[config.mk]
export PLATFORM = sky130hd
export DESIGN_NAME = bsg_fpu_cmp_pipe
export DESIGN_NICKNAME = d
export VERILOG_FILES = /design/src/rtl/bsg_fpu_cmp_pkg.sv /design/src/rtl/bsg_fpu_preprocess.sv /design/src/rtl/bsg_fpu_cmp_pipe.sv
export SDC_FILE = /design/constraint.sdc
export NUM_CORES = 1
export LEC_CHECK = 0
export BUFFER_PORTS_ARGS = -buffer_cell sky130_fd_sc_hd__buf_2
export CORE_MARGIN = 2
export CORE_UTILIZATION = 50
export DETAILED_ROUTE_END_ITERATION = 8
export MAX_ROUTING_LAYER = met4
export PLACE_DENSITY = 0.81
export RECOVER_POWER = 50
export SYNTH_ARGS = -nofsm -noshare
export SYNTH_HDL_FRONTEND = slang
export SYNTH_SLANG_ARGS = --single-unit
[constraint.sdc]
create_clock -name clk_i -period 5.1 [get_ports clk_i]
set_input_delay 0.255 -clock clk_i [delete_from_list [all_inputs] [get_ports clk_i]]
set_output_delay 0.255 -clock clk_i [all_outputs]
set_load 0.05 [all_outputs]
[src/rtl/bsg_fpu_cmp_pkg.sv]
// Shared types and constants for the FP16 compare / min-max pipeline.
// The FCLASS option (BSG_FPU_CMP_FCLASS_EN) reuses the class bit indices below.
package bsg_fpu_cmp_pkg;

    localparam int unsigned FP_W  = 16;
    localparam int unsigned EXP_W = 5;
    localparam int unsigned MAN_W = 10;

    localparam logic [FP_W-1:0] QNAN = 16'h7E00;

    typedef enum logic [2:0] {
        OP_FEQ    = 3'd0,
        OP_FLT    = 3'd1,
        OP_FLE    = 3'd2,
        OP_FMIN   = 3'd3,
        OP_FMAX   = 3'd4,
        OP_FCLASS = 3'd5,
        OP_RSV6   = 3'd6,
        OP_RSV7   = 3'd7
    } op_e;

    // RISC-V fclass one-hot bit positions
    localparam logic [3:0] FC_NEG_INF  = 4'd0;
    localparam logic [3:0] FC_NEG_NORM = 4'd1;
    localparam logic [3:0] FC_NEG_SUB  = 4'd2;
    localparam logic [3:0] FC_NEG_ZERO = 4'd3;
    localparam logic [3:0] FC_POS_ZERO = 4'd4;
    localparam logic [3:0] FC_POS_SUB  = 4'd5;
    localparam logic [3:0] FC_POS_NORM = 4'd6;
    localparam logic [3:0] FC_POS_INF  = 4'd7;
    localparam logic [3:0] FC_SNAN     = 4'd8;
    localparam logic [3:0] FC_QNAN     = 4'd9;

    typedef struct packed {
        logic             zero;
        logic             nan;
        logic             snan;
        logic             sign;
        logic [EXP_W-1:0] exp;
        logic [MAN_W-1:0] man;
    } cls_t;

endpackage

[src/rtl/bsg_fpu_preprocess.sv]
// Combinational FP16 operand classifier feeding the compare pipeline.
// Infinity/denormal outputs exist only when BSG_FPU_CMP_FCLASS_EN is defined.
module bsg_fpu_preprocess
    import bsg_fpu_cmp_pkg::*;
(
    input  logic [FP_W-1:0]  i_a,
    output logic             o_zero_c,
    output logic             o_nan_c,
    output logic             o_snan_c,
    output logic             o_sign_c,
    output logic [EXP_W-1:0] o_exp_c,
    output logic [MAN_W-1:0] o_man_c
`ifdef BSG_FPU_CMP_FCLASS_EN
    ,
    output logic             o_inf_c,
    output logic             o_denorm_c
`endif
);

    logic w_exp_ones;
    logic w_exp_zero;
    logic w_man_zero;

    assign o_sign_c   = i_a[FP_W-1];
    assign o_exp_c    = i_a[FP_W-2 -: EXP_W];
    assign o_man_c    = i_a[MAN_W-1:0];
    assign w_exp_ones = &o_exp_c;
    assign w_exp_zero = ~|o_exp_c;
    assign w_man_zero = ~|o_man_c;

    assign o_zero_c = w_exp_zero & w_man_zero;
    assign o_nan_c  = w_exp_ones & ~w_man_zero;
    // quiet bit is the mantissa MSB
    assign o_snan_c = o_nan_c & ~o_man_c[MAN_W-1];

`ifdef BSG_FPU_CMP_FCLASS_EN
    assign o_inf_c    = w_exp_ones & w_man_zero;
    assign o_denorm_c = w_exp_zero & ~w_man_zero;
`endif

endmodule

[src/rtl/bsg_fpu_cmp_pipe.sv]
// Two-stage FP16 compare / minNum / maxNum unit with valid-ready in, valid-yumi out.
// Defining BSG_FPU_CMP_FCLASS_EN adds op 5 = FCLASS on operand A.
module bsg_fpu_cmp_pipe
    import bsg_fpu_cmp_pkg::*;
(
    input  logic            clk_i,
    input  logic            reset_i,
    input  logic            v_i,
    output logic            ready_o,
    input  logic [FP_W-1:0] a_i,
    input  logic [FP_W-1:0] b_i,
    input  logic [2:0]      op_i,
    output logic            v_o,
    input  logic            yumi_i,
    output logic [FP_W-1:0] data_o,
    output logic            invalid_o
);

    cls_t w_a_cls, w_b_cls;
    cls_t r_s1_a_cls, r_s1_b_cls;
    logic [FP_W-1:0] r_s1_a, r_s1_b;
    op_e  r_s1_op;
    logic r_s1_v, r_s2_v;
    logic [FP_W-1:0] r_data;
    logic r_invalid;
    logic w_s2_adv;

`ifdef BSG_FPU_CMP_FCLASS_EN
    logic w_a_inf, w_a_denorm, w_b_inf, w_b_denorm;
    logic r_s1_a_inf, r_s1_a_denorm;
`endif

    bsg_fpu_preprocess u_pre_a (
        .i_a      (a_i),
        .o_zero_c (w_a_cls.zero),
        .o_nan_c  (w_a_cls.nan),
        .o_snan_c (w_a_cls.snan),
        .o_sign_c (w_a_cls.sign),
        .o_exp_c  (w_a_cls.exp),
        .o_man_c  (w_a_cls.man)
`ifdef BSG_FPU_CMP_FCLASS_EN
        ,
        .o_inf_c    (w_a_inf),
        .o_denorm_c (w_a_denorm)
`endif
    );

    bsg_fpu_preprocess u_pre_b (
        .i_a      (b_i),
        .o_zero_c (w_b_cls.zero),
        .o_nan_c  (w_b_cls.nan),
        .o_snan_c (w_b_cls.snan),
        .o_sign_c (w_b_cls.sign),
        .o_exp_c  (w_b_cls.exp),
        .o_man_c  (w_b_cls.man)
`ifdef BSG_FPU_CMP_FCLASS_EN
        ,
        .o_inf_c    (w_b_inf),
        .o_denorm_c (w_b_denorm)
`endif
    );

    assign w_s2_adv  = ~r_s2_v | yumi_i;
    assign ready_o   = ~r_s1_v | w_s2_adv;
    assign v_o       = r_s2_v;
    assign data_o    = r_data;
    assign invalid_o = r_invalid;

    // Stage 1 operand/class capture, only on an accepted input
    always_ff @(posedge clk_i) begin
        if (ready_o & v_i) begin
            r_s1_a_cls <= w_a_cls;
            r_s1_b_cls <= w_b_cls;
            r_s1_a     <= a_i;
            r_s1_b     <= b_i;
            r_s1_op    <= op_e'(op_i);
`ifdef BSG_FPU_CMP_FCLASS_EN
            r_s1_a_inf    <= w_a_inf;
            r_s1_a_denorm <= w_a_denorm;
`endif
        end
    end

    logic [EXP_W+MAN_W-1:0] w_mag_a, w_mag_b;
    logic w_mag_lt, w_mag_gt;
    logic w_any_nan, w_any_snan, w_both_zero;
    logic w_lt_tot, w_lt, w_eq;
    logic [FP_W-1:0] w_min, w_max;
    logic [FP_W-1:0] w_data;
    logic w_invalid;

    assign w_mag_a     = {r_s1_a_cls.exp, r_s1_a_cls.man};
    assign w_mag_b     = {r_s1_b_cls.exp, r_s1_b_cls.man};
    assign w_mag_lt    = w_mag_a < w_mag_b;
    assign w_mag_gt    = w_mag_a > w_mag_b;
    assign w_any_nan   = r_s1_a_cls.nan | r_s1_b_cls.nan;
    assign w_any_snan  = r_s1_a_cls.snan | r_s1_b_cls.snan;
    assign w_both_zero = r_s1_a_cls.zero & r_s1_b_cls.zero;

    // Total order with -0 < +0; the IEEE relations then exclude the zero pair
    assign w_lt_tot = (r_s1_a_cls.sign != r_s1_b_cls.sign) ? r_s1_a_cls.sign :
                      (r_s1_a_cls.sign ? w_mag_gt : w_mag_lt);
    assign w_lt     = w_lt_tot & ~w_both_zero;
    assign w_eq     = (r_s1_a == r_s1_b) | w_both_zero;

    assign w_min = (r_s1_a_cls.nan & r_s1_b_cls.nan) ? QNAN :
                   r_s1_a_cls.nan ? r_s1_b :
                   r_s1_b_cls.nan ? r_s1_a :
                   (w_lt_tot ? r_s1_a : r_s1_b);
    assign w_max = (r_s1_a_cls.nan & r_s1_b_cls.nan) ? QNAN :
                   r_s1_a_cls.nan ? r_s1_b :
                   r_s1_b_cls.nan ? r_s1_a :
                   (w_lt_tot ? r_s1_b : r_s1_a);

    always_comb begin
        w_data    = '0;
        w_invalid = 1'b0;
        case (r_s1_op)
            OP_FEQ: begin
                w_data[0] = w_eq & ~w_any_nan;
                w_invalid = w_any_snan;
            end
            OP_FLT: begin
                w_data[0] = w_lt & ~w_any_nan;
                w_invalid = w_any_nan;
            end
            OP_FLE: begin
                w_data[0] = (w_lt | w_eq) & ~w_any_nan;
                w_invalid = w_any_nan;
            end
            OP_FMIN: begin
                w_data    = w_min;
                w_invalid = w_any_snan;
            end
            OP_FMAX: begin
                w_data    = w_max;
                w_invalid = w_any_snan;
            end
`ifdef BSG_FPU_CMP_FCLASS_EN
            OP_FCLASS: begin
                w_data[FC_SNAN]     = r_s1_a_cls.snan;
                w_data[FC_QNAN]     = r_s1_a_cls.nan & ~r_s1_a_cls.snan;
                w_data[FC_NEG_INF]  = r_s1_a_inf & r_s1_a_cls.sign;
                w_data[FC_POS_INF]  = r_s1_a_inf & ~r_s1_a_cls.sign;
                w_data[FC_NEG_ZERO] = r_s1_a_cls.zero & r_s1_a_cls.sign;
                w_data[FC_POS_ZERO] = r_s1_a_cls.zero & ~r_s1_a_cls.sign;
                w_data[FC_NEG_SUB]  = r_s1_a_denorm & r_s1_a_cls.sign;
                w_data[FC_POS_SUB]  = r_s1_a_denorm & ~r_s1_a_cls.sign;
                w_data[FC_NEG_NORM] = ~(r_s1_a_cls.nan | r_s1_a_inf | r_s1_a_cls.zero | r_s1_a_denorm) & r_s1_a_cls.sign;
                w_data[FC_POS_NORM] = ~(r_s1_a_cls.nan | r_s1_a_inf | r_s1_a_cls.zero | r_s1_a_denorm) & ~r_s1_a_cls.sign;
            end
`endif
            default: begin
                w_data    = '0;
                w_invalid = 1'b0;
            end
        endcase
    end

    // Valid bits and stage-2 result registers
    always_ff @(posedge clk_i) begin
        if (reset_i) begin
            r_s1_v    <= 1'b0;
            r_s2_v    <= 1'b0;
            r_data    <= '0;
            r_invalid <= 1'b0;
        end else begin
            if (ready_o) begin
                r_s1_v <= v_i;
            end
            if (w_s2_adv) begin
                r_s2_v <= r_s1_v;
                if (r_s1_v) begin
                    r_data    <= w_data;
                    r_invalid <= w_invalid;
                end
            end
        end
    end

endmodule

* Yosys cells after proc, flatten, opt, wreduce, memory -nomap -nowiden
Cells that the tools add are included.
Widths: inputs -> output; s select.
** Storage, ports and cells
- Bits in registers :: 92
- Input port bits :: 39
- Output and inout port bits :: 19
- Logic and storage cells :: 79
** Cells by class
- Magnitude comparators :: 2
- Equality and inequality tests :: 6
- Mux-type cells :: 13
- Bitwise logic cells :: 25
- Reductions and logical operators :: 14
** Operators by type and width (count)
- $mux 16 :: 8
- $pmux 15 s2 :: 1
- $reduce_or 10->1 :: 2
- $eq 16x16->1 :: 1
- $gt 15x15->1 :: 1
- $lt 15x15->1 :: 1
- $and 1x1->1 :: 13
- $reduce_and 5->1 :: 2
- $reduce_or 5->1 :: 2
- $eq 3x2->1 const B :: 2
- $not 1->1 :: 6
- $or 1x1->1 :: 6
- $pmux 1 s5 :: 1
- $logic_not 1->1 :: 4
- $eq 3x1->1 const B :: 1
- $eq 3x3->1 const B :: 1
- $logic_not 3->1 :: 1
- $reduce_or 3->1 :: 1
- $mux 1 :: 2
- $pmux 1 s2 :: 1
- $reduce_and 2->1 :: 1
- $reduce_or 2->1 :: 1
- $ne 1x1->1 :: 1

* Depth between registers and ports, before layout
- Depth in word-level cells :: 8
- Depth in mapped cells :: 10
- Depth with buffers taken out :: 9

* By module
A second synthesis with hierarchy kept.
** Second synthesis, totals
- Cells, all modules :: 326
- Area, all modules :: 4252.8 µm²
** Modules (own cells, without submodules)
- bsg_fpu_cmp_pipe :: times used 1, cells an instance 274, area an instance 3862.5 µm², seq. area each 2572.5 µm²
- bsg_fpu_preprocess :: times used 2, cells an instance 26, area an instance 195.2 µm², seq. area each 0.0 µm²

* Worst setup path before layout
OpenSTA, ideal clock, no wires.
- Path type :: reg-to-reg
- Start point :: register r_s2_v, in the netlist v_o
- End point :: register r_s1_a[14] (enable)
- Library setup time :: 0.402 ns
- Arrival time :: 2.153 ns
- Setup slack :: 2.545 ns
- Stages on the path, launching flop included :: 4
- Cells stage by stage :: dfxtp_1 -> nor2b_1 -> nand2_1 -> and2_1
** On the way
- Cells in the longest elaborated chain, start to end :: 4
** Ends and longest elaborated chain
- start, declared :: line bsg_fpu_cmp_pipe.sv:23 : logic r_s1_v, r_s2_v;
- start signal, assigned :: line bsg_fpu_cmp_pipe.sv:172 : r_s2_v <= r_s1_v;
- $not 1->1 :: line bsg_fpu_cmp_pipe.sv:63 : assign w_s2_adv = ~r_s2_v | yumi_i;
- $or 1x1->1 :: line bsg_fpu_cmp_pipe.sv:63
- $or 1x1->1 :: line bsg_fpu_cmp_pipe.sv:64 : assign ready_o = ~r_s1_v | w_s2_adv;
- named net ready_o :: line bsg_fpu_cmp_pipe.sv:9 : output logic ready_o,
- $and 1x1->1 :: line bsg_fpu_cmp_pipe.sv:71 : if (ready_o & v_i) begin
- end signal, assigned :: line bsg_fpu_cmp_pipe.sv:74 : r_s1_a <= a_i;
- end, declared :: line bsg_fpu_cmp_pipe.sv:21 : logic [FP_W-1:0] r_s1_a, r_s1_b;
The timed path passes the listed nets, and every way through them passes these cells.
A chain may end at the register's enable or synchronous reset.

* Final worst setup path
- Start point :: register r_s1_a_cls[2] in the netlist's numbering
- End point :: register r_data[12], in the netlist data_o[12]
** On the way
- Cells in the longest elaborated chain, start to end :: 8
- Elaborated cells between the ends (all ways) :: 13
- Those cells by class :: 2 x order compare; 11 x mux
** Ends and longest elaborated chain
- start, declared :: line bsg_fpu_cmp_pipe.sv:20 : cls_t r_s1_a_cls, r_s1_b_cls;
- start signal, assigned :: line bsg_fpu_cmp_pipe.sv:72 : r_s1_a_cls <= w_a_cls;
- $lt 15x15->1 or $gt 15x15->1 (tied branches) :: line bsg_fpu_cmp_pipe.sv:94, bsg_fpu_cmp_pipe.sv:95
- $mux 1 (*) :: line bsg_fpu_cmp_pipe.sv:102 : (r_s1_a_cls.sign ? w_mag_gt : w_mag_lt);
- $mux 1 (*) :: line bsg_fpu_cmp_pipe.sv:101 : assign w_lt_tot = (r_s1_a_cls.sign != r_s1_b_cls.sign) ? r_s1_a_cls.sign :
- $mux 16 (on tied branches) :: line bsg_fpu_cmp_pipe.sv:113, bsg_fpu_cmp_pipe.sv:109
- $mux 16 (on tied branches) :: line bsg_fpu_cmp_pipe.sv:112, bsg_fpu_cmp_pipe.sv:108
- $mux 16 (on tied branches) :: line bsg_fpu_cmp_pipe.sv:111, bsg_fpu_cmp_pipe.sv:107
- $mux 16 (on tied branches) :: line bsg_fpu_cmp_pipe.sv:110, bsg_fpu_cmp_pipe.sv:106
- $pmux 15 s2 (*) :: line bsg_fpu_cmp_pipe.sv:118 : case (r_s1_op)
- end signal, assigned :: line bsg_fpu_cmp_pipe.sv:174 : r_data <= w_data;
- end, declared :: line bsg_fpu_cmp_pipe.sv:24 : logic [FP_W-1:0] r_data;
Mark *: on every way between the ends. The rest lies on a longest branch, timed or not.

==> results.yml <==
cts:
  cts_buffers: 9
  h-tree-depth: 3
  ctsResizeCount: 0
  cts_hold_buf: 0
  root_buffer: "clkbuf_8"
  clockBufferDepth: 2
  postCtsSetupBuffers: 0
  cts_tree: "built"
  clkTransAtPathRegs_ns: 0.07
  clk_latency_ns: 0.34
  cts_sinks: 60
synthesis:
  yosys.area_share.xor_xnor_pct: 0
  synth_top_family_by_area: "simple AND/OR/NAND/NOR gates"
  synth_compound_area_share_pct: 18.0
  synth_top_area_share_pct: 40.3
  synth-seq-area-share_pct: 52.8
  synth-simple-area-share_pct: 18.4
  muxShareOfSynthArea_pct: 0.328
  yosysWarnings: 0
  syn_inst: 283
  yosys.area.top_type: "edfxtp_1"
  avgSynthCellArea_sq_um: 10.8
  synth_edf_count: 41
  synth_nets: 339
  ys.flop_type: "edfxtp_1"
  yosys-top-cells-area: "edfxtp_1 (40%), dfxtp_1 (12%), ha_1 (7.0%)"
  async_flop_share_pct: 0
  ys_types: 48
  yosys.area_share.adder_pct: 6.96
  synth.ff_latch_count: 60
  synth_area_sq_mm: 0.00305
worst_setup_path:
  required_ns: 5.33
  critical_path_class: "flop to flop"
  worst_setup_path_start_kind: "flop"
  endpoint_kind: "flop"
  critPathBufInv: 0
  cp_slowest_cell: "a311oi_1"
  slowest_delay_ns: 0.79
  arrival_ns: 3.10
  path_cells: "ha_1 -> a21oi_1 -> a21oi_1 -> o31ai_2 -> a311oi_1 -> a311oi_1 -> o221ai_1 -> a32o_1"
  critPathTopFamily: "compound AO/OA/AOI/OAI gates"
  worstPathMaxFanout: 6
pwr:
  powerDensity_mw_per_mm2: 313
  power_w: 0.00111
  vdd.ir_drop.worst_mv: 0.182
  p_leak_nw: 1.36
global_route:
  grt.total_usage_pct: 22.9
  grt_max_degree: 42
  grt_pass1_wl_mm: 11.0
  grt_pass1_vias: 2375
  antenna_found_initial: 0
  grt-ovfl-total: 0
detailed_routing:
  wl_per_cell_um: 16.6
  firstDrtPassIters: 4
  viasPerCell: 5.93
  vias: 2515
  ant_nets: 0
  totalWireLength_mm: 7.03
  drtIter0Drc: 268
  route.detailed.drc: 0
final_layout:
  final_layout_size_suffix_gt1_share_pct: 13.8
  seq_area_sq_mm: 0.00161
  fillers: 500
  nets: 400
  utilization_pct: 59.7
  areaGrowthSynthToFinish_pct: 15.6
  final_cell_mix: "clkbuf_1 (43), edfxtp_1 (41), nor2_1 (39), inv_1 (19), dfxtp_1 (19)"
  final_common_cell: "clkbuf_1"
  diodes: 0
  multi_input_area_sq_mm: 0.00134
sta:
  maxSlewHeadroom_pct: 37.0
  finalMaxSlewViolations: 0
  fmax_mhz: 349
  worstMarginPinSlew_ns: 0.939
  hold_viol_final: 0
  period_share_pct: 56.2
  period_minus_slack_ns: 2.87
  finClkSkew_ns: 0.00919
  rsz0062_at_grt: "no"
  setup_viol: 0
  fin_tns_setup_ns: 0
status:
  status: "complete, no violations"
place:
  portBuffers: 57
  dp_hpwl_mm: 5.10
  gp_congestion: 0.924
floorplanning:
  io_pins: 58
  die_h_um: 82.2
  initial_utilization_pct: 51.6
  row_count: 28
  die_area_sq_mm: 0.00675
  die_width_um: 82.2
  core_sq_mm: 0.00592
flow_run:
  max_cap_viol_count: 0
min_path:
  hold_path_class: "primary input to flop"
==> registers in the layout, indices dropped and copies added (netlist names) <==
| signal | cells |
|---|---|
| r_s1_a_cls | 17 |
| r_s1_v | 1 |
| r_s1_b_cls | 17 |
| invalid_o | 1 |
| v_o | 1 |
| data_o | 16 |
| r_s1_op | 3 |
| r_s1_a | 2 |
| r_s1_b | 2 |
==> layout make-up <==
type	instances	area share [%]
multi-input combinational	197	37.9
tap	75	2.66
inverter	19	2.02
sequential	60	45.6
clock buffer	11	3.72
timing repair buffer	57	6.62
clock inverter	5	1.49
==> stage by stage <==
step	instances	cell area, sq um	hold slack (ns)	setup WS [ns]
global placement	408	3400	0.432	2.36
floorplan	283	3050	0.354	2.54
detailed placement	408	3400	0.433	2.30
global route	424	3530	0.0762	2.05
finish	424	3530	0.0869	2.23
CTS	424	3580	0.0761	2.29
==> cells in the mapped netlist, drive strengths merged (7+ instances only) <==
cell,instances
dfxtp,19
edfxtp,41
nor2,39
and2,11
inv,19
a221o,9
ha,17
a21oi,17
o21ai,10
nand2,15
or2,7
==> routing by layer <==
metal	up-vias	wire length, um	part of all wire, %	track usage, %
li1	1197	-	-	-
met1	1182	2940	42	29.1
met2	117	3360	48	35.0
met3	19	545	7.7	5.76
met4	0	188	2.7	10.2
met5	-	0	0	-
==> kinds of logic (layout without fill, tap and decap cells) <==
| group | Yosys count | in the layout |
|---|---|---|
| mux | 1 | 1 |
| compound gates | 72 | 72 |
| simple gates | 107 | 107 |
| fa+ha+maj | 17 | 17 |
| flops | 60 | 60 |
| buf+inv | 26 | 92 |
==> worst reg2reg max path, cell delays in order, from the launching register on <==
cell,delay (ns)
edfxtp_1,0.40
ha_1,0.34
a21oi_1,0.14
a21oi_1,0.09
o31ai_2,0.36
a311oi_1,0.15
a311oi_1,0.79
o221ai_1,0.21
a32o_1,0.26
==> power by group <==
group	leakage [nW]	internal, W	switching [W]	total, W
Combinational	0.715	0.0000445	0.0000842	0.000129
Sequential	0.557	0.000546	0.0000190	0.000565
Clock	0.0931	0.000223	0.000188	0.000411
==> path summary, 6_finish.rpt <==
kind | start | end | slack (ns) | depth (start not counted)
max | r_s1_a_cls[2] | data_o[12] | 2.23 | 8
min | op_i[2] | r_s1_op[2] | 0.09 | 1
max reg2reg | r_s1_a_cls[2] | data_o[12] | 2.23 | 8
min reg2reg | r_s1_b_cls[1] | data_o[1] | 0.50 | 1
Power figures use the tool's default switching activity.
